## config.mk

```make
export PLATFORM = sky130hd
export DESIGN_NAME = uart_rx
export DESIGN_NICKNAME = d
export VERILOG_FILES = /design/src/rtl/uart_rx.sv
export SDC_FILE = /design/constraint.sdc
export NUM_CORES = 1
export LEC_CHECK = 0
export BUFFER_PORTS_ARGS = -buffer_cell sky130_fd_sc_hd__buf_2
export CORE_UTILIZATION = 61
export CTS_CLUSTER_DIAMETER = 50
export DETAILED_ROUTE_END_ITERATION = 7
export GPL_TIMING_DRIVEN = 0
export PLACE_DENSITY_LB_ADDON = 0.08
export SETUP_SLACK_MARGIN = 0.2
export SYNTH_ARGS = -nofsm -noshare
export SYNTH_HDL_FRONTEND = slang
export SYNTH_SLANG_ARGS = --single-unit
```

## constraint.sdc

```tcl
create_clock -name i_clock -period 3.1 [get_ports i_clock]
set_input_delay 0.31 -clock i_clock [delete_from_list [all_inputs] [get_ports i_clock]]
set_output_delay 0.31 -clock i_clock [all_outputs]
set_load 0.1 [all_outputs]
```

## src/rtl/uart_rx.sv

```systemverilog
// rtl/uart_rx.sv - 8N1 UART receiver, 16x oversampled with 3-sample majority vote
// Delivers bytes through a valid/ack holding register; flags framing errors and overruns.
module uart_rx #(
  parameter int FREQUENCY = 18_432_000,
  parameter int BAUD_RATE = 115_200
) (
  input  logic       i_clock,
  input  logic       i_rst,
  input  logic       i_rx_serial,
  input  logic       i_rx_ack,
  output logic [7:0] o_rx_byte,
  output logic       o_rx_valid,
  output logic       o_frame_err,
  output logic       o_overrun,
  output logic       o_rx_busy
);

  localparam int CLKS_PER_TICK = FREQUENCY / (16 * BAUD_RATE);
  localparam int TW = $clog2(CLKS_PER_TICK) + 1;
  localparam logic [TW-1:0] TICK_LAST = TW'(CLKS_PER_TICK - 1);

  typedef enum logic [1:0] {IDLE, START, DATA, STOP} state_t;

  state_t          state, state_next;
  logic            rx_meta, rx_s;
  logic [1:0]      sync_ok;
  logic            armed;
  logic [TW-1:0]   tick_cnt;
  logic [3:0]      sample_cnt;
  logic [2:0]      bit_idx;
  logic [7:0]      shift_reg;
  logic            vote7, vote8;
  logic            tick, mid_tick, end_tick, vote;
  logic            start_frame, byte_done;

  assign tick     = (tick_cnt == TICK_LAST);
  assign mid_tick = tick && (sample_cnt == 4'd9);
  assign end_tick = tick && (sample_cnt == 4'd15);
  assign vote     = (vote7 & vote8) | (vote7 & rx_s) | (vote8 & rx_s);
  assign o_rx_busy = (state != IDLE);

  always_comb begin
    state_next  = state;
    start_frame = 1'b0;
    byte_done   = 1'b0;
    case (state)
      IDLE: begin
        if (armed && !rx_s) begin
          state_next  = START;
          start_frame = 1'b1;
        end
      end
      START: begin
        if (mid_tick && vote) state_next = IDLE;
        else if (end_tick)    state_next = DATA;
      end
      DATA: begin
        if (end_tick && bit_idx == 3'd7) state_next = STOP;
      end
      STOP: begin
        // Leave mid-stop so a back-to-back start edge is not missed.
        if (mid_tick) begin
          state_next = IDLE;
          byte_done  = 1'b1;
        end
      end
      default: state_next = IDLE;
    endcase
  end

  always_ff @(posedge i_clock) begin
    if (i_rst) begin
      state       <= IDLE;
      rx_meta     <= 1'b1;
      rx_s        <= 1'b1;
      sync_ok     <= 2'b00;
      armed       <= 1'b0;
      tick_cnt    <= '0;
      sample_cnt  <= 4'd0;
      bit_idx     <= 3'd0;
      shift_reg   <= 8'd0;
      vote7       <= 1'b0;
      vote8       <= 1'b0;
      o_rx_byte   <= 8'd0;
      o_rx_valid  <= 1'b0;
      o_frame_err <= 1'b0;
      o_overrun   <= 1'b0;
    end else begin
      state   <= state_next;
      rx_meta <= i_rx_serial;
      rx_s    <= rx_meta;
      sync_ok <= {sync_ok[0], 1'b1};

      // Arm only on a genuine high seen after the preset sync values have flushed.
      if (state != IDLE || start_frame) armed <= 1'b0;
      else if (rx_s && sync_ok[1])      armed <= 1'b1;

      if (state == IDLE) begin
        tick_cnt   <= '0;
        sample_cnt <= 4'd0;
      end else if (tick) begin
        tick_cnt   <= '0;
        sample_cnt <= sample_cnt + 4'd1;
      end else begin
        tick_cnt <= tick_cnt + 1'b1;
      end

      if (tick && sample_cnt == 4'd7) vote7 <= rx_s;
      if (tick && sample_cnt == 4'd8) vote8 <= rx_s;

      if (state == START && end_tick) bit_idx <= 3'd0;
      if (state == DATA && mid_tick)  shift_reg[bit_idx] <= vote;
      if (state == DATA && end_tick)  bit_idx <= bit_idx + 3'd1;

      o_frame_err <= byte_done && !vote;

      if (byte_done) begin
        o_rx_byte  <= shift_reg;
        o_rx_valid <= 1'b1;
      end else if (i_rx_ack) begin
        o_rx_valid <= 1'b0;
      end

      if (byte_done && o_rx_valid && !i_rx_ack) o_overrun <= 1'b1;
      else if (i_rx_ack && o_rx_valid)          o_overrun <= 1'b0;
    end
  end

endmodule
```

* Word level (Yosys, flattened, before mapping)
Cells that the tools add are included.
** Word-level totals
- Register bits :: 40
- Input port bits :: 4
- Word-level logic and storage cells :: 88
** Cells by class
- $add $sub $neg :: 3
- Magnitude comparators :: 2
- Eq/ne operators :: 13
- Multiplexer cells :: 20
- Bitwise logic cells :: 5
- Reductions and logical operators :: 29
** Operators with widths (number)
- 1-bit logical AND :: 16
- 4-bit equality test (second input constant) :: 3
- 1-bit two-way mux :: 10
- 2-bit two-way mux :: 5
- 8-bit bitwise mux :: 1
- 2-bit case mux with 4 select lines :: 1
- 2-bit nonzero test :: 4
- 3-bit two-way mux :: 2
- 2-bit != test (second input constant) :: 3
- 5-bit by 1-bit adder with 5-bit output (second input constant) :: 1
- 5-bit by 4-bit equality test with 1-bit output (second input constant) :: 1
- 4-bit by 1-bit adder with 4-bit output (second input constant) :: 1
- 2-bit equality test (second input constant) :: 2
- 4-bit by 3-bit equality test with 1-bit output (second input constant) :: 1
- 3-bit by 4-bit less-than comparator with 1-bit output (second input constant) :: 1
- 4-bit AND reduction :: 1
- 2-bit OR reduction :: 2
- 3-bit by 1-bit adder with 3-bit output (second input constant) :: 1
- 1-bit AND :: 3
- 1-bit demux with 3-bit select :: 1
- 3-bit equality test (second input constant) :: 1
- 3-bit by 1-bit >= comparator with 1-bit output (second input constant) :: 1
- 1-bit zero test :: 3
- 3-bit != test (second input constant) :: 1
- other kinds (5) :: 6

* Longest topological paths before layout
Gate-level depths: netlist of the first run.
- Depth in word-level cells :: 7
- Depth in mapped cells :: 8
- Gate-level depth less buffers :: 6

* Least setup slack after synthesis of the first run
Ideal clock, no wire load.
- Path type :: register -> register
- From :: register tick_cnt[0]
- To :: register o_rx_byte[4]
- Setup time :: 0.121 ns
- Data arrival time :: 1.403 ns
- Required time :: 2.979 ns
- Slack :: 1.576 ns
- Cell stages (with the launch flop) :: 8
- Clock period less this slack :: 1.524 ns
- Cell sequence :: dfxtp_1 -> ha_1 -> and4bb_4 -> buf_6 -> nand4_4 -> buf_2 -> nand3_1 -> o21ai_1
** On the way
- Longest elaborated chain between the ends :: 4
** RTL lines
- start: declaration :: RTL line 28 : logic [TW-1:0] tick_cnt;
- start signal: assignment :: RTL line 105 : tick_cnt <= tick_cnt + 1'b1;
- 5-bit by 4-bit equality test with 1-bit output :: RTL line 36 : assign tick = (tick_cnt == TICK_LAST);
- 1-bit logical AND :: RTL line 37 : assign mid_tick = tick && (sample_cnt == 4'd9);
- 1-bit two-way mux :: RTL line 62 : if (mid_tick) begin
- 1-bit two-way mux :: RTL line 46 : case (state)
- end signal: assignment :: RTL line 118 : o_rx_byte <= shift_reg;
- end: declaration :: RTL line 11 : output logic [7:0] o_rx_byte,
No other way between the ends.
A chain may end at the register's enable or synchronous reset.

* Final worst setup path of the first run
- From :: register state[0]
- To :: output port o_rx_busy
** On the way
- Longest elaborated chain between the ends :: 1
** RTL lines
- start: declaration :: RTL line 24 : state_t state, state_next;
- start signal: assignment :: RTL line 89 : state <= state_next;
- 2-bit nonzero test :: RTL line 40 : assign o_rx_busy = (state != IDLE);
- end: declaration :: RTL line 15 : output logic o_rx_busy
No other way between the ends.

==> results of run 1 <==
==> layout make-up <==
type                    instances  area share (%)
plain buffers                   8            2.22
clock buffers                   6            2.22
clock inverters                 1           0.269
inverters                       4           0.806
multi-input cells             122            45.7
flip-flops and latches         40            43.0
well taps                      30            2.02
repair buffers                 14            3.76
==> worst max-delay path, cell delays in order, from the launching register on <==
cell	delay, ns
dfxtp_1	0.33
clkbuf_1	0.30
or2_2	0.22
buf_2	0.43
==> synth_stat cells (all sizes together) <==
cell type	number	share of area [%]
nand4bb	2	1.3
o21ai	6	1.8
o31ai	2	0.88
dfxtp	40	47
nor2b	2	0.73
nand3	13	4.1
a211oi	1	0.44
a22o	2	1.0
nor4b	2	1.0
nand2	17	3.7
inv	3	0.66
xor2	5	2.6
mux2i	10	5.9
o211ai	2	0.88
o311ai	1	0.51
mux2	1	0.66
clkbuf	4	0.88
maj3	1	0.59
and2b	1	0.44
and3	1	0.37
and2	1	0.37
and4bb	1	0.95
ha	7	5.1
o41ai	1	0.51
nor2	17	3.7
or2	3	1.1
clkinv	1	0.22
buf	4	1.5
nor3	3	1.2
nand2b	2	0.73
a31oi	2	0.73
nor3b	2	0.88
and4	1	0.51
nand4b	1	0.51
nand4	3	2.3
nor4	4	2.6
xnor2	1	0.51
a21oi	4	1.2
==> per-layer routing <==
| metal | wire length, um | up-vias |
|---|---|---|
| met5 | 0 | - |
| met2 | 1620 | 33 |
| li1 | - | 654 |
| met4 | 62 | 0 |
| met3 | 115 | 9 |
| met1 | 1520 | 622 |
==> final timing paths <==
check | endpoint | start | cells after the start | slack, ns
setup / recovery | o_rx_busy | state[0]$_SDFFE_PP0P_ | 3 | 1.17
hold / removal | rx_meta$_SDFF_PP1_ | i_rx_serial | 2 | 0.14
setup reg to reg | o_rx_byte[4]$_SDFFE_PP0P_ | tick_cnt[0]$_SDFF_PP0_ | 7 | 1.40
hold reg to reg | rx_s$_SDFF_PP1_ | rx_meta$_SDFF_PP1_ | 1 | 0.43
==> layout by cell type, fill, tap and decap left out, drive strengths merged, types with 5 or more instances in the layout <==
master  count
ha          7
nand3      13
clkbuf     10
nor2       17
mux2i      10
xor2        5
o21ai       6
nand2      17
dfxtp      40
buf        18
==> cell families after synthesis <==
| family | count (synthesis) |
|---|---|
| fa+ha+maj | 8 |
| mux | 11 |
| simple gates | 76 |
| xor+xnor | 6 |
| flops | 40 |
| buf+inv | 12 |
| compound gates | 21 |
==> stage by stage <==
| step | hold WS [ns] | setup WS, ns | cells | utilization [%] |
|---|---|---|---|---|
| after floorplan | 0.389 | 1.58 | 174 | - |
| after global placement | 0.397 | 1.44 | 218 | 70.7 |
| after detailed placement | 0.412 | 1.42 | 218 | 70.7 |
| after CTS | 0.147 | 1.19 | 225 | 72.5 |
| after global routing | 0.134 | 1.11 | 225 | 72.5 |
| final | 0.141 | 1.17 | 225 | 72.5 |
==> power breakdown <==
| part | switching, W | internal (W) |
|---|---|---|
| Clock | 0.000157 | 0.0000836 |
| Combinational | 0.0000137 | 0.00000560 |
| Sequential | 0.00000165 | 0.000517 |
==> impl_metrics.yaml, run 1 <==
status:
  status: "finished clean"
sta:
  post-route-period-util_pct: 62.4
  rsz0062_at_grt: "false"
  setup_viol: 0
  fin_skew_ns: 0.00779
  tightestPinTransition_ns: 0.571
  hold_viol_final: 0
  final_max_slew_viol_count: 0
  max-slew-margin-rel_pct: 62.0
  setup_tns_ns: 0
  fmax_mhz: 517
  period_minus_slack_ns: 1.93
flow_run:
  drv_cap: 0
synthesis:
  synth_area_um2: 1710
  yosys.area_share.simple_pct: 26.6
  syn_avg_cell_area_um2: 9.82
  synthCells: 174
  yosysWarnings: 0
  synth_seq_cells: 40
  synth_top_family_by_area: "simple AND/OR/NAND/NOR gates"
  synth-seq-area-share_pct: 46.9
  synth_compound_area_share_pct: 7.91
  synthDistinctLibCells: 44
  synthAdderAreaFrac_pct: 5.71
  synthXorXnorAreaFrac_pct: 3.08
  syn_nets: 185
  synthMuxAreaShare_pct: 6.52
floorplan:
  core_um2: 2570
  die_height_um: 54.9
  die_area_um2: 3020
  start_util_pct: 66.5
  io-pin-count: 16
  die_w_um: 54.9
  std_cell_rows: 18
placed_design:
  placed_area_um2: 1820
  place_congestion: 0.858
  port_buffers: 14
  dp_hpwl_um: 2460
power_and_ir_drop:
  power.total_w: 0.000779
  powerDensity_nw_per_um2: 419
  p_leak_nw: 0.755
  vdd_drop_max_uv: 424
cts:
  cts_tree: "yes"
  cts_setup_buffers: 0
  cts_resized: 0
  cts-root-buf: "clkbuf_4"
  cts_num_sinks: 40
  cts_made_buffers: 5
  clockBufferDepth: 2
  cts_max_level: 2
  cts_hold_buf: 0
  path_clk_slew_ns: 0.11
  clock_latency_ns: 0.34
global_routing:
  met2_usage_pct: 41.4
  antenna_found_initial: 0
  use_met1_pct: 30.0
  busiest_layer: "met2"
  grt_usage_pct: 25.0
  grt_pass1_wl_um: 5130
  grt_use_met3_pct: 5.74
  grt_pass1_vias: 1151
  grt_start_max_net_pins: 12
  gr-total-overflow: 0
critical_path:
  critPathKind: "flop to primary output"
  crit_path_max_fanout: 10
  critPathRequiredTime_ns: 2.79
  start_kind: "flop"
  end_kind: "primary output"
  critPathArrivalTime_ns: 1.62
detailed_routing:
  wire_per_inst_um: 14.8
  via_count: 1318
  post-route-drc-count: 0
  routed_wl_um: 3320
  dr.pass1.iters: 4
  via_per_inst: 5.86
  drt_iter0_markers: 29
  ant_nets: 0
final_layout:
  fin_area_um2: 1860
  nets: 206
  diodes: 0
  seqCellArea_um2: 801
  nFillCells: 200
  layout-drive-gt1-share_pct: 18.5
  multiInputGateArea_um2: 851
  area_delta_synth_final_pct: 9.01
worst_hold_path:
  hold_path_class: "input port to flop"
(Power assumes the default switching activity.)
==> run 2, diff against run 1 <==
--- a/config.mk
+++ b/config.mk
@@ -6,7 +6,7 @@
 export NUM_CORES = 1
 export LEC_CHECK = 0
 export BUFFER_PORTS_ARGS = -buffer_cell sky130_fd_sc_hd__buf_2
-export CORE_UTILIZATION = 61
+export CORE_UTILIZATION = 57
 export CTS_CLUSTER_DIAMETER = 50
 export DETAILED_ROUTE_END_ITERATION = 7
 export GPL_TIMING_DRIVEN = 0
==> constraint.sdc (replaced) <==
create_clock -name i_clock -period 1.84 [get_ports i_clock]
set_input_delay 0.184 -clock i_clock [delete_from_list [all_inputs] [get_ports i_clock]]
set_output_delay 0.184 -clock i_clock [all_outputs]
set_load 0.1 [all_outputs]
==> run 2 against run 1 <==
  * Combinational power up 81%
  * Critical endpoint is now shift_reg[2]$_SDFFE_PP0P_
  * Register-to-register slack worse by 1.2 ns
  * Critical path depth up 4
  * Largest cell class unchanged
  * Global-route usage down 1.8 points
  * Sequential share of layout area down 4.2 points
==> impl_metrics.yaml, run 2 (synthesis gave the netlist of run 1 again) <==
power_and_ir_drop:
  power_frac_clock_pct: 40.7
  combPwrFrac_pct: 2.3
  p_sw_share_pct: 21.3
  vdd_drop_max_uv: 685
  powerDensity_nw_per_um2: 739
  seqPwrFrac_pct: 57.0
  p_leak_nw: 0.828
  switchingPower_w: 0.000326
  p_int_w: 0.00121
sta:
  setup_viol: 0
  period_minus_slack_ns: 1.62
  final_max_slew_viol_count: 0
  max-slew-margin-rel_pct: 60.5
  fmax_mhz: 618
  tightestPinTransition_ns: 0.593
  hold_viol_final: 0
  post-route-period-util_pct: 87.9
  setup_tns_ns: 0
  fin_skew_ns: 0.0136
  rsz0062_at_grt: "true"
detailed_routing:
  drt_iter0_markers: 40
  ant_nets: 0
  dr.pass1.iters: 4
  via_count: 1325
  routed_wl_um: 3580
  post-route-drc-count: 0
  via_per_inst: 5.71
  wire_per_inst_um: 15.4
global_routing:
  grt_usage_pct: 23.2
  grt_start_max_net_pins: 14
  antenna_found_initial: 0
  gr-total-overflow: 0
  grt_pass1_vias: 1205
  grt_pass1_wl_um: 5640
placed_design:
  port_buffers: 14
  place_congestion: 0.844
  placed_area_um2: 1820
  dp_hpwl_um: 2350
floorplan:
  die_area_um2: 3220
  start_util_pct: 60.9
  die_w_um: 56.7
  die_height_um: 56.7
  io-pin-count: 16
  core_um2: 2810
  std_cell_rows: 19
critical_path:
  crit_path_max_fanout: 5
  critPathRequiredTime_ns: 2.14
  cp_slowest_stage_delay_ns: 0.35
  worstPathCellList: "inv_2, ha_4, and4bb_4, buf_8, nand3_4, nor4_4, mux2i_1"
  end_kind: "flop"
  path_delay_family: "simple AND/OR/NAND/NOR gates"
  critPathArrivalTime_ns: 1.92
  start_kind: "flop"
  path_buf_inv: 2
  critPathKind: "flop to flop"
  slowest_stage: "dfxtp_2"
final_layout:
  area_delta_synth_final_pct: 21.5
  final_common_cell: "dfxtp_1"
  diodes: 0
  nFillCells: 212
  nets: 211
  final_cell_mix: "38 x dfxtp_1, 17 x nor2_1, 17 x nand2_1"
  fin_area_um2: 2070
  layout-drive-gt1-share_pct: 26.4
cts:
  cts-root-buf: "clkbuf_4"
  cts_num_sinks: 40
  clockBufferDepth: 2
  cts_max_level: 2
  path_clk_slew_ns: 0.13
  clock_latency_ns: 0.36
  cts_tree: "yes"
  cts_made_buffers: 5
flow_run:
  drv_cap: 0
worst_hold_path:
  hold_path_class: "input port to flop"
status:
  status: "finished clean"
run 2: cell count changes in the layout (fill, tap and decap cells not counted), sizes merged:
cell,previous run,this run
buf,18,22
bufinv,0,1
clkbuf,10,11
run 2: timing repair:
action / in CTS / in global routing
setup buffers: 0 / 4
resized for setup: 8 / 15
setup endpoints to repair: 10 / 16
pin swaps: 1 / 1
gates cloned: 0 / 1
hold buffers: 0 / 0
run 2: per-layer routing:
metal  wire [um]  track usage (%)  share of wire, %  vias up
met4          91             12.5               2.5        0
met3         157             5.30               4.4       11
met5           0                0                 0        -
li1            -                -                 -      667
met2        1760             35.5                49       37
met1        1560             30.4                44      610
run 2: worst register-to-register path, cell delays in order, from the launching register on:
cell and delay, ns:
dfxtp_2 0.35, inv_2 0.06, ha_4 0.12, and4bb_4 0.31, buf_8 0.14, nand3_4 0.11, nor4_4 0.26, mux2i_1 0.21
run 2: worst paths after layout:
path / start / to / slack [ns] / depth (start not counted)
worst min-delay path: i_rx_serial / rx_meta$_SDFF_PP1_ / 0.008 / 2
worst min register to register: rx_meta$_SDFF_PP1_ / rx_s$_SDFF_PP1_ / 0.44 / 1
worst max register to register: tick_cnt[1]$_SDFF_PP0_ / shift_reg[2]$_SDFFE_PP0P_ / 0.22 / 7
worst max-delay path: tick_cnt[1]$_SDFF_PP0_ / shift_reg[2]$_SDFFE_PP0P_ / 0.22 / 7
run 2: stage by stage:
step                util, %  total power [W]  std cells  hold WS, ns  setup slack [ns]
detailed placement     64.8         0.000926        219        0.374             0.150
finish                 74.0          0.00153        232      0.00780             0.222
CTS                    69.2          0.00153        227      0.00276             0.215
floorplan                 -         0.000916        174        0.288             0.316
global route           74.0          0.00157        232      0.00339             0.133
global placement       64.8         0.000925        219        0.368             0.193
run 2: area by class of cell:
cell class	instances	area [um^2]	area share, %
Tap cell	31	38.8	1.87
Clock buffer	6	51.3	2.47
Clock inverter	2	38.8	1.87
Timing Repair Buffer	19	131	6.33
Buffer	8	52.6	2.53
Sequential cell	40	806	38.8
Inverter	4	15.0	0.724
Multi-Input combinational cell	122	941	45.4
run 2: power by group through the flow:
stage               Sequential, W  Clock [W]  Combinational, W
floorplan                0.000894          0         0.0000225
global route             0.000875   0.000656         0.0000373
CTS                      0.000875   0.000626         0.0000327
detailed placement       0.000894          0         0.0000320
finish                   0.000874   0.000624         0.0000349
global placement         0.000894          0         0.0000305
